==> config.mk <==
export PLATFORM = sky130hd
export DESIGN_NAME = icache
export DESIGN_NICKNAME = d
export VERILOG_FILES = /design/src/rtl/icache.sv
export SDC_FILE = /design/constraint.sdc
export NUM_CORES = 1
export LEC_CHECK = 0
export BUFFER_PORTS_ARGS = -buffer_cell sky130_fd_sc_hd__buf_2
export CAP_MARGIN = 20
export CORE_MARGIN = 2
export CORE_UTILIZATION = 60
export DETAILED_ROUTE_END_ITERATION = 12
export PLACE_DENSITY = 0.78
export REMOVE_ABC_BUFFERS = 1
export SKIP_LAST_GASP = 1
export SLEW_MARGIN = 15
export SYNTH_ARGS = -nofsm -noshare
export SYNTH_HDL_FRONTEND = slang
export SYNTH_SLANG_ARGS = --single-unit
==> constraint.sdc <==
create_clock -name CLK -period 5.84 [get_ports CLK]
set_input_delay 0.584 -clock CLK [delete_from_list [all_inputs] [get_ports CLK]]
set_output_delay 0.584 -clock CLK [all_outputs]
set_load 0.01 [all_outputs]
==> src/rtl/icache.sv <==
// rtl/icache.sv - direct-mapped read-only instruction cache, single-word fills
// Optional fill forwarding enabled by defining ICACHE_FWD_EN.
module icache #(
  parameter int SETS = 16
) (
  input  logic        CLK,
  input  logic        nRST,
  input  logic        imemREN,
  input  logic [31:0] imemaddr,
  output logic        ihit,
  output logic [31:0] imemload,
  output logic        iREN,
  output logic [31:0] iaddr,
  input  logic        iwait,
  input  logic [31:0] iload
);
  localparam int IW = $clog2(SETS);
  localparam int TW = 30 - IW;

  typedef enum logic {IDLE = 1'b0, MISS = 1'b1} state_t;
  state_t state, next_state;

  logic [SETS-1:0] valid;
  logic [TW-1:0]   tag_arr  [SETS];
  logic [31:0]     data_arr [SETS];
  logic [31:0]     miss_addr;

  logic [IW-1:0] req_idx;
  logic [IW-1:0] fill_idx;
  logic [TW-1:0] req_tag;
  logic [31:0]   req_word;
  logic          lookup_hit;
  logic          start_miss;
  logic          fill_done;
  logic          unused_offset;

  assign req_idx       = imemaddr[IW+1:2];
  assign req_tag       = imemaddr[31:IW+2];
  assign req_word      = {imemaddr[31:2], 2'b00};
  assign fill_idx      = miss_addr[IW+1:2];
  assign unused_offset = ^imemaddr[1:0];

  assign lookup_hit = imemREN & valid[req_idx] & (tag_arr[req_idx] == req_tag);
  assign start_miss = (state == IDLE) & imemREN & ~lookup_hit;
  assign fill_done  = (state == MISS) & ~iwait;

  always_ff @(posedge CLK or negedge nRST) begin
    if (!nRST) begin
      state <= IDLE;
    end else begin
      state <= next_state;
    end
  end

  always_comb begin
    next_state = state;
    case (state)
      IDLE:    if (start_miss) next_state = MISS;
      MISS:    if (fill_done)  next_state = IDLE;
      default: next_state = IDLE;
    endcase
  end

  always_comb begin
    ihit     = 1'b0;
    imemload = 32'h0;
    iREN     = 1'b0;
    iaddr    = 32'h0;
    case (state)
      IDLE: begin
        if (lookup_hit) begin
          ihit     = 1'b1;
          imemload = data_arr[req_idx];
        end
      end
      MISS: begin
        iREN  = 1'b1;
        iaddr = miss_addr;
`ifdef ICACHE_FWD_EN
        // Returning word matches the live fetch: hand it straight to the datapath.
        if (fill_done && imemREN && (req_word == miss_addr)) begin
          ihit     = 1'b1;
          imemload = iload;
        end
`endif
      end
      default: begin
        ihit = 1'b0;
      end
    endcase
  end

  // Valid bits reset asynchronously so a reset mid-fill leaves every frame empty.
  always_ff @(posedge CLK or negedge nRST) begin
    if (!nRST) begin
      valid     <= '0;
      miss_addr <= 32'h0;
    end else begin
      if (start_miss) miss_addr <= req_word;
      if (fill_done)  valid[fill_idx] <= 1'b1;
    end
  end

  always_ff @(posedge CLK) begin
    if (fill_done) begin
      tag_arr[fill_idx]  <= miss_addr[31:IW+2];
      data_arr[fill_idx] <= iload;
    end
  end

endmodule
==> flow_summary.toml <==
[routing]
wl_per_cell_um = 30.41
via_count = 18200
drt_first_iter_violations = 2382
postRouteAntennaNets = 0
first_pass_drt_iterations = 6
wirelength_um = 84880
drt-vias-per-instance = 6.520
drcViolationCount = 0

[worst_setup_path]
crit_chain = "buf_6 > buf_4 > mux4_2 > mux2i_1 > mux2i_1 > xnor2_1 > nand4_1 > nor4_2 > and4_2 > buf_12 > and2_1 > buf_2"
cp.buffers_inverters = 4
critPathMaxFanout = 70
worst-r2r-cell-count = 9
critical_path.most_common_cell = "mux2i_1"
req_time_crit_path_ns = 5.26
cpPeakStageDelay_ns = 0.67
worst_path_arrival_time_ns = 4.54
setup.worst_path.end_class = "output port"
critical_path.slowest_cell = "buf_6"
start_kind = "primary input"
critical_path_depth = 12
critPathKind = "primary input to output port"
critPathTopFamily = "buffers and inverters"

[clock_network]
clk_root_buffer_cell = "clkbuf_16"
cts.clk_slew.worst_paths_ns = 0.06
tritoncts_buffers = 93
cts_tree = "done"
clk_path_buf_depth = 3
postCtsHoldBufs = 0
post_cts_buffers = 0
ctsResizeCount = 0
htreeDepth = 3
source_to_sink_clock_delay_at_the_later_pin_of_the_worst_skew_pair_ns = 0.66
clkSinkCount = 975

[finish]
layout.nets = 1935
share_of_cells_above_drive_strength_1_pct = 32.73
final_cell_area_um2 = 42840
fillCellCount = 3785
stdcell_count = 2791
synthToLayoutAreaGrowth_pct = 12.63

[global_route]
pin_count_of_the_biggest_net_entering_global_routing = 74
first_global_vias = 19200
globalRoute.totalOverflow = 0
grt_first_pass_wirelength_um = 125900
gr-usage-all-layers_pct = 26.53
initial_antenna_violation_count = 2

[pwr]
internal_power_mw = 11.86
cellLeakagePower_nw = 14.11
sw_frac_of_total_pct = 22.27
pwr-share-clk_pct = 38.3
p_sw_mw = 3.399
report.power.total_mw = 15.26
pwr-share-seq_pct = 54.8
max-vdd-ir-drop_mv = 0.2972
gate_power_share_pct = 6.9
power.density_cell_area_nw_per_um2 = 356.2

[logic_synthesis]
synth_top_area_share_pct = 73.26
async_flop_share_pct = 4.821
mappedNetlistArea_um2 = 38040
post_synth_main_area_contributors = "edfxtp_1 73%, mux4_2 15%, dfrtp_1 3.1%"
ys.warnings.count = 0
netlist_instances = 1681
ys_seq_elements = 975
yosysSeqAreaShare_pct = 76.35
synth.largest_area_cell = "edfxtp_1"
synth_cell_type_count = 62
synth_edf_count = 928
synth_flop_cell = "edfxtp_1"
syn_avg_cell_area_um2 = 22.63

[run_status]
status = "finished clean"

[placed_design]
gp_congestion = 0.7605
post-dp-hpwl_um = 43950
placedCellCount = 2618
detailed_place.area_um2 = 39870
port_buffers = 129
post-place-ws_ns = 0.7469

[die]
core-area_um2 = 62850
fp.dieArea_um2 = 65430
floorplan.rows = 92
chipWidth_um = 255.8
dieHeight_um = 255.8
initial_core_util_pct = 60.52
i_o_pin_total = 134

[timing]
layout_worst_path_cycle_share_pct = 87.77
timing.slew.headroom_pct = 29.06
rsz_0062_raised_after_global_routing = "false"
fin_crit_ns = 5.126
timing.final.setup_violations = 0
post-route-worst-setup-slack_ns = 0.7142
worst_setup_skew_after_layout_ns = 0.02232
timing.final.hold_violations = 0
fin_tns_setup_ns = 0
timing_worst_slew_pin_value_ns = 1.064
drv_slew = 0
timing_limited_maximum_frequency_mhz = 195.1

[run]
max-cap-violations = 0

[min_path]
hold_path_class = "primary input to asynchronous set/reset pin"
state kept, by name, indices dropped and copies added, names as in the netlist:
register	count
data_arr	512
miss_addr	30
state	1
tag_arr	416
valid	16
worst register-to-register path, delay by kind of cell (launching register included):
kind / cells / cell delay, ns
AO/OA/AOI/OAI: 3 / 0.98
XOR/XNOR: 1 / 0.20
buffers and inverters: 1 / 0.36
flip-flops: 1 / 0.36
multiplexers: 2 / 0.81
AND/OR/NAND/NOR: 2 / 1.01
final cells by class:
type	instances	area, um2	share of cell area, %
multi-input cells	613	8626	20.13
clock buffers	121	2524	5.891
repair buffers	177	1115	2.602
inverters	7	27.53	0.06425
flip-flops and latches	975	29040	67.79
clock inverters	50	444.2	1.037
diodes	2	5.005	0.01168
well taps	846	1059	2.471
power groups by stage:
stage	sequential [mW]	combinational (mW)	clock [mW]
after floorplan	8.40	0.605	0
after global placement	8.45	1.03	0
after detailed placement	8.50	1.06	0
after CTS	8.36	1.07	5.92
after global routing	8.40	1.13	6.17
final	8.36	1.06	5.84
cells in the mapped netlist, drive strengths merged, types with 6 or more instances:
master,instances
a21oi,7
a22o,7
and2,65
buf,50
clkbuf,37
dfrtp,47
edfxtp,928
inv,6
mux2,33
mux2i,75
mux4,247
nand2,13
nand2b,7
nand4,6
nor2,21
nor3,10
or2,17
xnor2,26
xor2,13
cells in the final DEF, fill, tap and decap left out, types with 5 or more instances in the layout:
cell type	Yosys	final
xor2_1	13	13
a21oi_1	7	7
xnor2_1	26	26
dfrtp_1	47	47
a22oi_1	5	5
mux4_2	247	247
bufinv_16	0	5
nand2b_1	7	7
and2_1	65	65
a22o_1	7	7
clkinv_2	0	15
buf_4	15	42
nor2_4	0	12
buf_2	18	126
or2_2	17	17
nand4_1	6	6
nor3_1	10	6
clkbuf_1	35	20
mux2i_1	75	75
buf_12	0	5
clkinvlp_4	0	7
clkbuf_16	0	94
mux2_4	29	29
nand2_1	13	13
a211oi_1	5	5
clkinv_1	1	17
nand3_1	5	5
nor2_1	20	8
edfxtp_1	928	928
clkbuf_8	0	7
path summary, 6_finish.rpt:
| path | endpoint | startpoint | slack, ns |
|---|---|---|---|
| max | imemload[28] | imemaddr[3] | 0.71 |
| min | valid[5] | nRST | 0.07 |
| max reg2reg | miss_addr[2] | tag_arr[14][25] | 2.01 |
| min reg2reg | valid[5] | valid[5] | 0.46 |
| max in group asynchronous | miss_addr[9] | nRST | 5.28 |
| min in group CLK | state | iwait | 0.18 |
metrics by stage:
stage               hold WS [ns]  utilization [%]
floorplan                 0.2884                -
global placement          0.4452            63.39
detailed placement        0.4506            63.44
CTS                      0.06380            68.16
global route              0.1175            68.16
finish                   0.07257            68.17
cell families after synthesis:
| family | Yosys count | synth area share [%] |
|---|---|---|
| flops | 975 | 76.35 |
| mux | 355 | 17.86 |
| simple gates | 162 | 2.454 |
| buf+inv | 94 | 1.299 |
| compound gates | 55 | 1.128 |
| xor+xnor | 39 | 0.8980 |
| other cells | 1 | 0.009858 |
metal layers:
layer	vias up	GRT usage [%]	part of all wire, %
li1	7404	-	-
met1	9660	37.69	39
met2	983	43.56	51
met3	149	3.991	8.2
met4	0	8.138	2.4
met5	-	0	0
Power figures use the tool's default switching activity.
